**config.mk**
```make
export PLATFORM = sky130hd
export DESIGN_NAME = rng_arbiter
export DESIGN_NICKNAME = d
export VERILOG_FILES = /design/src/rtl/rng_pkg.sv /design/src/rtl/rng_lfsr.sv /design/src/rtl/rng_arbiter.sv
export SDC_FILE = /design/constraint.sdc
export NUM_CORES = 1
export LEC_CHECK = 0
export ABC_AREA = 1
export BUFFER_PORTS_ARGS = -buffer_cell sky130_fd_sc_hd__buf_2
export CELL_PAD_IN_SITES_DETAIL_PLACEMENT = 0
export CELL_PAD_IN_SITES_GLOBAL_PLACEMENT = 1
export CORE_UTILIZATION = 37
export DETAILED_ROUTE_END_ITERATION = 6
export HOLD_SLACK_MARGIN = 0.15
export PLACE_DENSITY = 0.85
export SYNTH_ARGS = -nofsm -noshare
export SYNTH_HDL_FRONTEND = slang
export SYNTH_SLANG_ARGS = --single-unit
```
**constraint.sdc**
```tcl
create_clock -name clk -period 2.1 [get_ports clk]
set_input_delay 0.21 -clock clk [delete_from_list [all_inputs] [get_ports clk]]
set_output_delay 0.21 -clock clk [all_outputs]
set_load 0.03 [all_outputs]
```
**src/rtl/rng_pkg.sv**
```systemverilog
// Shared definitions for the arbitrated random-number source: LFSR geometry,
// default seed and the controller state encoding.
package rng_pkg;

  localparam int unsigned LFSR_W = 32;
  localparam int unsigned TAP_A  = 31;
  localparam int unsigned TAP_B  = 21;
  localparam int unsigned TAP_C  = 1;
  localparam int unsigned TAP_D  = 0;

  localparam logic [LFSR_W-1:0] DEFAULT_SEED = 32'h0000_0001;

  typedef enum logic [1:0] {
    ST_WARMUP = 2'd0,
    ST_SERVE  = 2'd1,
    ST_SEED   = 2'd2
  } rng_state_e;

  // One Fibonacci step: shift left, feedback into bit 0.
  function automatic logic [LFSR_W-1:0] lfsr_step(input logic [LFSR_W-1:0] s);
    return {s[LFSR_W-2:0], s[TAP_A] ^ s[TAP_B] ^ s[TAP_C] ^ s[TAP_D]};
  endfunction

endpackage

```
**src/rtl/rng_lfsr.sv**
```systemverilog
// 32-bit Fibonacci LFSR with step enable and a zero-guarded synchronous load.
// An all-zero state would lock up, so zero seeds are replaced with 1.
module rng_lfsr
  import rng_pkg::*;
#(
  parameter logic [LFSR_W-1:0] SEED = DEFAULT_SEED
) (
  input  logic              clk,
  input  logic              reset_n,
  input  logic              i_step,
  input  logic              i_load,
  input  logic [LFSR_W-1:0] i_load_data,
  output logic [LFSR_W-1:0] o_state
);

  localparam logic [LFSR_W-1:0] RST_VAL = (SEED == '0) ? LFSR_W'(1) : SEED;

  logic [LFSR_W-1:0] r_state;

  // Load wins over step so a seed is never perturbed in its load cycle.
  always_ff @(posedge clk or negedge reset_n) begin
    if (!reset_n) begin
      r_state <= RST_VAL;
    end else if (i_load) begin
      r_state <= (i_load_data == '0) ? LFSR_W'(1) : i_load_data;
    end else if (i_step) begin
      r_state <= lfsr_step(r_state);
    end
  end

  assign o_state = r_state;

endmodule

```
**src/rtl/rng_arbiter.sv**
```systemverilog
// Round-robin distribution of LFSR words to NUM_REQ requesters. The LFSR only
// advances on a grant, so every handed-out word is unique to its requester.
module rng_arbiter
  import rng_pkg::*;
#(
  parameter int unsigned      NUM_REQ       = 4,
  parameter int unsigned      WIDTH         = 32,
  parameter logic [WIDTH-1:0] SEED          = 32'h0000_0001,
  parameter int unsigned      WARMUP_CYCLES = 64
) (
  input  logic               clk,
  input  logic               reset_n,
  input  logic               seed_valid,
  input  logic [WIDTH-1:0]   seed_data,
  input  logic [NUM_REQ-1:0] req,
  output logic [NUM_REQ-1:0] ack,
  output logic [WIDTH-1:0]   rnd_data,
  output logic               ready
);

  // The feedback taps are only meaningful for WIDTH == LFSR_W.
  localparam int unsigned PTR_W    = $clog2(NUM_REQ);
  localparam int unsigned IDX_W    = PTR_W + 1;
  localparam int unsigned CNT_W    = (WARMUP_CYCLES > 1) ? $clog2(WARMUP_CYCLES + 1) : 1;
  localparam logic [CNT_W-1:0] CNT_INIT = CNT_W'(WARMUP_CYCLES);
  localparam bit NO_WARMUP = (WARMUP_CYCLES == 0);

  rng_state_e         r_state;
  rng_state_e         w_state_nxt;
  logic [CNT_W-1:0]   r_cnt;
  logic [CNT_W-1:0]   w_cnt_nxt;
  logic [NUM_REQ-1:0] r_ack;
  logic [NUM_REQ-1:0] w_ack_nxt;
  logic [WIDTH-1:0]   r_rnd;
  logic [WIDTH-1:0]   w_rnd_nxt;
  logic [PTR_W-1:0]   r_ptr;
  logic [PTR_W-1:0]   w_ptr_nxt;
  logic               r_ready;
  logic               w_ready_nxt;

  logic               w_step;
  logic               w_load;
  logic [LFSR_W-1:0]  w_lfsr;

  logic [NUM_REQ-1:0] w_elig;
  logic [NUM_REQ-1:0] w_rot;
  logic [PTR_W-1:0]   w_off;
  logic [IDX_W-1:0]   w_sum;
  logic [PTR_W-1:0]   w_gnt;
  logic [PTR_W-1:0]   w_ptr_adv;
  logic [NUM_REQ-1:0] w_onehot;
  logic               w_any;

  rng_lfsr #(
    .SEED(LFSR_W'(SEED))
  ) u_lfsr (
    .clk         (clk),
    .reset_n     (reset_n),
    .i_step      (w_step),
    .i_load      (w_load),
    .i_load_data (LFSR_W'(seed_data)),
    .o_state     (w_lfsr)
  );

  // Rotate eligible so ptr sits at bit 0, take the lowest set bit, rotate back.
  always_comb begin
    w_elig = req & ~r_ack;
    w_any  = |w_elig;
    w_rot  = NUM_REQ'({w_elig, w_elig} >> r_ptr);
    w_off  = '0;
    for (int k = NUM_REQ - 1; k >= 0; k--) begin
      if (w_rot[k]) w_off = PTR_W'(k);
    end
    w_sum     = IDX_W'(r_ptr) + IDX_W'(w_off);
    w_gnt     = (w_sum >= IDX_W'(NUM_REQ)) ? PTR_W'(w_sum - IDX_W'(NUM_REQ)) : PTR_W'(w_sum);
    w_ptr_adv = (w_gnt == PTR_W'(NUM_REQ - 1)) ? '0 : w_gnt + PTR_W'(1);
    w_onehot  = NUM_REQ'(1) << w_gnt;
  end

  always_ff @(posedge clk or negedge reset_n) begin
    if (!reset_n) r_state <= ST_WARMUP;
    else          r_state <= w_state_nxt;
  end

  // Next state and next register values; a seed pre-empts everything.
  always_comb begin
    w_state_nxt = r_state;
    w_cnt_nxt   = r_cnt;
    w_ack_nxt   = '0;
    w_rnd_nxt   = r_rnd;
    w_ptr_nxt   = r_ptr;
    w_step      = 1'b0;
    w_load      = 1'b0;
    if (seed_valid) begin
      w_load      = 1'b1;
      w_cnt_nxt   = CNT_INIT;
      w_state_nxt = ST_SEED;
    end else begin
      case (r_state)
        ST_WARMUP: begin
          if (r_cnt == '0) begin
            w_state_nxt = ST_SERVE;
          end else begin
            w_step    = 1'b1;
            w_cnt_nxt = r_cnt - CNT_W'(1);
            if (r_cnt == CNT_W'(1)) w_state_nxt = ST_SERVE;
          end
        end
        // A zero-length warm-up skips WARMUP so ready still rises one cycle on.
        ST_SEED: w_state_nxt = NO_WARMUP ? ST_SERVE : ST_WARMUP;
        ST_SERVE: begin
          if (w_any) begin
            w_ack_nxt = w_onehot;
            w_rnd_nxt = WIDTH'(w_lfsr);
            w_step    = 1'b1;
            w_ptr_nxt = w_ptr_adv;
          end
        end
        default: w_state_nxt = ST_WARMUP;
      endcase
    end
    w_ready_nxt = (w_state_nxt == ST_SERVE);
  end

  always_ff @(posedge clk or negedge reset_n) begin
    if (!reset_n) begin
      r_cnt   <= CNT_INIT;
      r_ack   <= '0;
      r_rnd   <= '0;
      r_ptr   <= '0;
      r_ready <= 1'b0;
    end else begin
      r_cnt   <= w_cnt_nxt;
      r_ack   <= w_ack_nxt;
      r_rnd   <= w_rnd_nxt;
      r_ptr   <= w_ptr_nxt;
      r_ready <= w_ready_nxt;
    end
  end

  assign ack      = r_ack;
  assign rnd_data = r_rnd;
  assign ready    = r_ready;

endmodule

```
### Word level (Yosys, flattened, before mapping)

Cells that the tools add are included.

| storage, ports and cells | value |
|---|---|
| word-level logic and storage cells | 57 |
| output and inout port bits | 37 |
| flip-flop bits (word level) | 80 |
| input bits | 39 |

| operators by class | value |
|---|---|
| add/subtract/negate cells | 4 |
| eq/ne operators | 5 |
| mux-type cells | 24 |
| reduce and logical (&&, ||, !) cells | 8 |
| order comparisons | 1 |
| bitwise gates (word level) | 6 |
| shift-type cells | 2 |

Operators with widths:

| cell | number |
|---|---|
| $mux 32 | 3 |
| $logic_not 32->1 | 1 |
| $mux 7 | 3 |
| $mux 2 | 9 |
| $mux 4 | 3 |
| $shr 8x2->4 | 1 |
| $eq 7x1->1 const B | 1 |
| $logic_not 7->1 | 1 |
| $sub 7x1->7 const B | 1 |
| $and 4x4->4 | 1 |
| $eq 2x1->1 const B | 2 |
| $mux 1 | 4 |
| $not 4->4 | 1 |
| $pmux 2 s2 | 1 |
| $reduce_bool 2->1 | 2 |
| $reduce_or 4->1 | 1 |
| $shl 1x2->4 const A | 1 |
| $add 2x2->3 | 1 |
| $ge 3x3->1 const B | 1 |
| $reduce_and 3->1 | 1 |
| $xor 1x1->1 | 3 |
| $add 2x1->2 const B | 1 |
| $eq 2x2->1 const B | 1 |
| $logic_not 2->1 | 1 |
| other kinds (5) | 5 |

### Depth between registers and ports, before layout

| depth | value |
|---|---|
| word-level depth | 14 |
| depth in mapped cells | 14 |
| mapped depth without buffers | 14 |

### Hierarchy

Synthesis repeated with hierarchy kept, for this count alone.

| second synthesis, totals | value |
|---|---|
| cell total of the unflattened synthesis | 418 |
| area, all modules | 3,852.4 um^2 |

By module, submodules not included:

| module | times used | seq. area each (um^2) | cells an instance | area an instance (um^2) |
|---|---|---|---|---|
| rng_arbiter | 1 | 1,202.4 | 196 | 2,213.4 |
| rng_lfsr | 1 | 802.0 | 222 | 1,639.1 |

### Worst setup path before layout

Ideal clock, no wire load.

| path | value |
|---|---|
| kind | register to register |
| from | register r_ack[0], in the netlist ack[0] |
| to | register r_ptr[1] |
| data arrival time | 1,940 ps |
| period minus slack after synthesis | 2,070 ps |
| path slack | 30 ps |
| library setup time | 130 ps |
| path buffers | 0 |
| required time | 1,970 ps |
| stages on the path, launching flop included | 15 |
| path through | dfrtp_1 > inv_1 > nand3_1 > nand3_1 > nand2_1 > nand3_1 > a21boi_0 > ha_1 > xnor2_1 > inv_1 > nand2_1 > nand2_1 > ha_1 > nand2_1 > o21ai_0 |

| between the ends | value |
|---|---|
| word-level cells in the longest chain between the ends | 12 |
| elaborated cells between the ends (all ways) | 16 |
| those cells by class | add/sub: 3; order compare: 1; eq/ne: 1; shift: 1; mux: 6; bitwise: 2; reduce/logical: 2 |

Ends and longest elaborated chain:

| element | RTL line | text |
|---|---|---|
| start, declared | rng_arbiter.sv:32 | `logic [NUM_REQ-1:0] r_ack;` |
| start signal, assigned | rng_arbiter.sv:134 | `r_ack <= w_ack_nxt;` |
| $not 4->4 (*) | rng_arbiter.sv:67 | `w_elig = req & ~r_ack;` |
| $and 4x4->4 (*) | rng_arbiter.sv:67 |  |
| $shr 8x2->4 (*) | rng_arbiter.sv:69 | `w_rot = NUM_REQ'({w_elig, w_elig} >> r_ptr);` |
| $mux 2 (3 in a row) | rng_arbiter.sv:72 | `if (w_rot[k]) w_off = PTR_W'(k);` |
| $mux 2 (*) | rng_arbiter.sv:72 |  |
| $add 2x2->3 (*) | rng_arbiter.sv:74 | `w_sum = IDX_W'(r_ptr) + IDX_W'(w_off);` |
| $ge 3x3->1 or $sub 2x1->2 (tied branches) | rng_arbiter.sv:75 | `w_gnt = (w_sum >= IDX_W'(NUM_REQ)) ? PTR_W'(w_sum - IDX_W'(NUM_REQ)) : PTR_W'(w_sum);` |
| $mux 2 (*) | rng_arbiter.sv:75 |  |
| $add 2x1->2 or $eq 2x2->1 (tied branches) | rng_arbiter.sv:76 | `w_ptr_adv = (w_gnt == PTR_W'(NUM_REQ - 1)) ? '0 : w_gnt + PTR_W'(1);` |
| $mux 2 (*) | rng_arbiter.sv:76 |  |
| named net w_ptr_adv[1] | rng_arbiter.sv:50 | `logic [PTR_W-1:0] w_ptr_adv;` |
| end signal, assigned | rng_arbiter.sv:136 | `r_ptr <= w_ptr_nxt;` |
| end, declared | rng_arbiter.sv:36 | `logic [PTR_W-1:0] r_ptr;` |

The timed path passes the listed nets; every way through them passes the cells marked *.
A chain may end at the register's enable or synchronous reset.

### Final worst setup path

| path | value |
|---|---|
| from | register r_ptr[0] |
| to | register r_ptr[1] |

| between the ends | value |
|---|---|
| word-level cells in the longest chain between the ends | 10 |
| elaborated cells between the ends (all ways) | 12 |
| those cells by class | add/sub: 3; order compare: 1; eq/ne: 1; shift: 1; mux: 6 |

Ends and longest elaborated chain:

| element | RTL line |
|---|---|
| $shr 8x2->4 | rng_arbiter.sv:69 |
| $mux 2 (4 in a row) | rng_arbiter.sv:72 |
| $add 2x2->3 (*) | rng_arbiter.sv:74 |
| $ge 3x3->1 or $sub 2x1->2 (tied branches) | rng_arbiter.sv:75 |
| $mux 2 (*) | rng_arbiter.sv:75 |
| $add 2x1->2 or $eq 2x2->1 (tied branches) | rng_arbiter.sv:76 |
| $mux 2 (*) | rng_arbiter.sv:76 |
| named net w_ptr_adv[1] | rng_arbiter.sv:50 |

Marked as above.

==> results_tabular.tex <==
\begin{tabular}{lr}
\hline
Metric & Value \\
\hline
\multicolumn{2}{l}{\textbf{Power and ir drop}} \\
\quad Cell area power density & 1120 mW/mm\^{}2 \\
\quad Static leakage & 0.00241 uW \\
\quad Worst ir drop on vdd & 0.428 mV \\
\quad Total power & 5460 uW \\
\multicolumn{2}{l}{\textbf{Worst setup path}} \\
\quad Cell depth of the worst flop-to-flop path & 14 \\
\quad Worst reg2reg endpoint & r\_ptr[1] \\
\quad Start of the worst register-to-register path & r\_ptr[0] \\
\quad Worst setup path category & reg2reg \\
\quad Kind of end point of the critical path & flop \\
\quad Critical Path RT & 2.38 ns \\
\quad Data arrival time of the critical path & 2.40 ns \\
\quad Largest fanout on the critical path & 6 \\
\quad Termination of the worst setup path & r\_ptr[1] \\
\quad Launching element of the worst setup path & r\_ptr[0] \\
\quad CP Launch Type & flop \\
\quad Reg-to-reg slack, setup & -0.02 ns \\
\multicolumn{2}{l}{\textbf{Final layout}} \\
\quad Synthesis-to-finish area growth & 22.6\% \\
\quad Layout cell share with drive strength beyond 1 & 28.9\% \\
\quad Combined area of the multi-input logic cells & 0.00174 sq mm \\
\quad Number of nets at the end of the flow & 579 \\
\quad Final Non-Filler Cells & 676 \\
\quad Antenna diode instance count & 0 \\
\quad Count of fill cells added during filler insertion & 1052 \\
\quad Register Area & 0.00201 sq mm \\
\multicolumn{2}{l}{\textbf{Yosys}} \\
\quad Post-synthesis area per instance & 8.71 sq um \\
\quad Total of flip-flops plus latches after synthesis & 80 \\
\quad Cell Area, Synth & 0.00397 sq mm \\
\quad Post-synth top area cell & sky130\_fd\_sc\_hd\_\_dfrtp\_1 \\
\quad Leading register cell type out of synthesis & sky130\_fd\_sc\_hd\_\_dfrtp\_1 \\
\quad Top-count cell post-synth & sky130\_fd\_sc\_hd\_\_dfrtp\_1 \\
\quad Proportion of register bits with asynchronous set or reset after synthesis & 100\% \\
\quad Gate count of the mapped netlist & 456 \\
\quad Synth Net Count & 500 \\
\quad Cell types with the largest area share after synthesis & sky130\_fd\_sc\_hd\_\_dfrtp\_1, sky130\_fd\_sc\_hd\_\_o21ai\_0, sky130\_fd\_sc\_hd\_\_nand2\_1, sky130\_fd\_sc\_hd\_\_o21a\_1, sky130\_fd\_sc\_hd\_\_inv\_1 \\
\quad Part of the Yosys area used for sequential elements & 50.5\% \\
\quad Area share of the largest cell type after synthesis & 49.1\% \\
\quad Yosys Warn Count & 0 \\
\quad EDFF count, synth & 0 \\
\quad Ranking of synthesized cells by instance count & sky130\_fd\_sc\_hd\_\_dfrtp\_1, sky130\_fd\_sc\_hd\_\_o21ai\_0, sky130\_fd\_sc\_hd\_\_nand2\_1, sky130\_fd\_sc\_hd\_\_inv\_1, sky130\_fd\_sc\_hd\_\_nor2\_1 \\
\quad Synth unique cells & 32 \\
\multicolumn{2}{l}{\textbf{Clocking}} \\
\quad Total number of clock tree sinks & 80 \\
\quad Clock-pin transition on the worst setup and hold timing paths & 0.09 ns \\
\quad Number of levels in the clock H-tree & 3 \\
\quad Buffers from clock root to sink, at most & 2 \\
\quad CTS Root Buffer Type & sky130\_fd\_sc\_hd\_\_clkbuf\_8 \\
\quad Clock tree from TritonCTS & built \\
\quad Clk\_lat worst skew & 0.35 ns \\
\quad Total CTS buffers & 9 \\
\multicolumn{2}{l}{\textbf{Timing}} \\
\quad Number of max-slew violations in the final report & 0 \\
\quad Fraction of the cycle the final worst path needs & 101\% \\
\quad Final hold slack & 0.173 ns \\
\quad Maximum achievable frequency & 471 MHz \\
\quad Max transition margin & 59.7\% \\
\quad Endpoints failing setup & 1 \\
\quad Unrepaired setup endpoints after global routing & yes \\
\quad Worst-case setup margin in the final layout & -0.0238 ns \\
\quad Final hold violation count & 0 \\
\quad Final worst path period need & 2.12 ns \\
\quad Worst Max-Slew Pin Slew & 0.605 ns \\
\quad Largest clock skew in the final design & 0.00817 ns \\
\multicolumn{2}{l}{\textbf{Placed design}} \\
\quad Instance count after placement with tap cells included & 653 \\
\quad Final weighted congestion in routability-driven placement & 0.840 \\
\quad Worst Setup Slack post-DPL & -0.134 ns \\
\quad \# port buffers & 75 \\
\quad Half-perimeter wire length after detailed placement & 6120 um \\
\multicolumn{2}{l}{\textbf{Die}} \\
\quad Initial core utilization & 38.3\% \\
\quad Core footprint & 0.0104 sq mm \\
\quad Die outline height & 106 um \\
\quad Io pins & 76 \\
\quad Number of core rows & 37 \\
\quad Horizontal extent of the die & 106 um \\
\quad Area of the die & 0.0112 sq mm \\
\multicolumn{2}{l}{\textbf{Routing}} \\
\quad Final ANT Viol Nets & 0 \\
\quad Average routed wire per standard cell & 13.4 um \\
\quad Total via count after detailed routing & 3315 \\
\quad Number of DRC markers in iteration 0 & 163 \\
\quad Final WL & 9080 um \\
\quad DRT Pass-1 Iters & 4 \\
\quad Via-to-Cell Ratio & 4.90 \\
\quad Post-route DRC & 0 \\
\multicolumn{2}{l}{\textbf{GRT}} \\
\quad Largest net degree at the start of global routing & 46 \\
\quad Antenna violations before repair & 0 \\
\quad Total overflow reported by the global router & 0 \\
\quad Global-route wire length before repair & 15100 um \\
\quad Via count of the first global-routing pass & 3261 \\
\quad GRT Resource Usage Total & 16.9\% \\
\multicolumn{2}{l}{\textbf{Run}} \\
\quad Maximum Capacitance Violations & 0 \\
\multicolumn{2}{l}{\textbf{Status}} \\
\quad Outcome & finished with violations \\
\quad Violations in the final reports & negative setup slack \\
\multicolumn{2}{l}{\textbf{Worst hold path}} \\
\quad Worst min-delay path category & in2reg \\
\hline
\end{tabular}
==> sequential cells by signal (all words and copies together), names as in the netlist <==
name            count
ack                 4
r_cnt               7
r_ptr               2
r_state             2
ready               1
rnd_data           32
u_lfsr.o_state     32
==> through the flow <==
stage | cell area (sq um) | utilization, % | TNS, ns
after CTS | 4770 | 46.0 | 0
after global placement | 4450 | 42.9 | 0
final | 4870 | 47.0 | -0.0238
after floorplan | 3970 | - | 0
after detailed placement | 4450 | 42.9 | -0.193
after global routing | 4870 | 47.0 | -0.264
==> timing repair <==
item	in CTS	in global routing
setup endpoints to repair	3	3
hold buffers	1	0
pin swaps	3	8
resized for setup	15	20
endpoints found under the hold margin	44	0
buffers inserted	5	1
cloned	0	0
==> cell families (layout without fill, tap and decap cells) <==
kind of cell / after synthesis / in the layout / synth area share (%)
compound gates: 140 / 140 / 20.2
xor+xnor: 4 / 4 / 0.882
fa+ha+maj: 5 / 5 / 1.57
buf+inv: 74 / 158 / 9.17
flops: 80 / 80 / 50.5
simple gates: 153 / 153 / 17.7
==> worst max-delay path: stages (launching register included) <==
cell and delay (ns):
sky130_fd_sc_hd__dfrtp_2 0.49, sky130_fd_sc_hd__clkinv_4 0.14, sky130_fd_sc_hd__nand3_4 0.11, sky130_fd_sc_hd__nand3_2 0.07
sky130_fd_sc_hd__nand2_2 0.10, sky130_fd_sc_hd__nand3_2 0.08, sky130_fd_sc_hd__a21boi_2 0.13, sky130_fd_sc_hd__ha_2 0.21
sky130_fd_sc_hd__xnor2_2 0.13, sky130_fd_sc_hd__inv_1 0.07, sky130_fd_sc_hd__nand2_2 0.09, sky130_fd_sc_hd__nand2_4 0.07
sky130_fd_sc_hd__ha_4 0.26, sky130_fd_sc_hd__nand2_2 0.05, sky130_fd_sc_hd__o21ai_2 0.06
==> placed cells by master (no fill, tap or decap), drive strengths merged, types with 2 or more instances in the layout <==
| master | netlist | final |
|---|---|---|
| a21oi | 36 | 36 |
| nor3 | 2 | 2 |
| nand3b | 2 | 2 |
| dfrtp | 78 | 78 |
| nand2 | 67 | 67 |
| dfstp | 2 | 2 |
| o22ai | 2 | 2 |
| xor2 | 2 | 2 |
| o21ai | 70 | 70 |
| buf | 15 | 92 |
| nand3 | 24 | 24 |
| bufinv | 0 | 2 |
| clkinv | 0 | 2 |
| xnor2 | 2 | 2 |
| a21boi | 4 | 4 |
| nand4 | 9 | 9 |
| clkbuf | 10 | 9 |
| ha | 5 | 5 |
| nor2 | 47 | 47 |
| inv | 49 | 51 |
| o21a | 27 | 27 |
==> metal layers <==
metal	up-vias	GRT usage, %	wire length [um]
met5	-	0	0
met4	0	6.15	130
met3	12	3.34	380
met2	67	27.3	4320
met1	1576	22.6	4250
li1	1660	-	-
==> final cells by class <==
cell class | instances | share of cell area (%)
sequential | 80 | 41.2
multi-input combinational | 302 | 35.7
inverter | 49 | 3.88
clock buffer | 9 | 2.54
tap | 136 | 3.49
clock inverter | 7 | 2.11
timing repair buffer | 93 | 11.1
==> worst min-delay path by stage <==
stage	from	end	slack, ns	cells after the start
4_1_cts	seed_data[0]	u_lfsr.o_state[0]	0.16	5
3_5_place_dp	reset_n	rnd_data[19]	0.26	1
3_3_place_gp	reset_n	rnd_data[22]	0.26	1
5_1_grt	seed_valid	r_cnt[5]	0.18	2
6_report	seed_data[0]	u_lfsr.o_state[0]	0.17	5
2_1_floorplan	reset_n	ack[0]	-0.09	0
==> power by group <==
part           switching [uW]  leakage (uW)  internal, uW
logic                    1270       0.00129           796
registers                 222       0.00101          1890
clock network             597      0.000111           684
No activity file was read; power rests on OpenSTA's default activity.
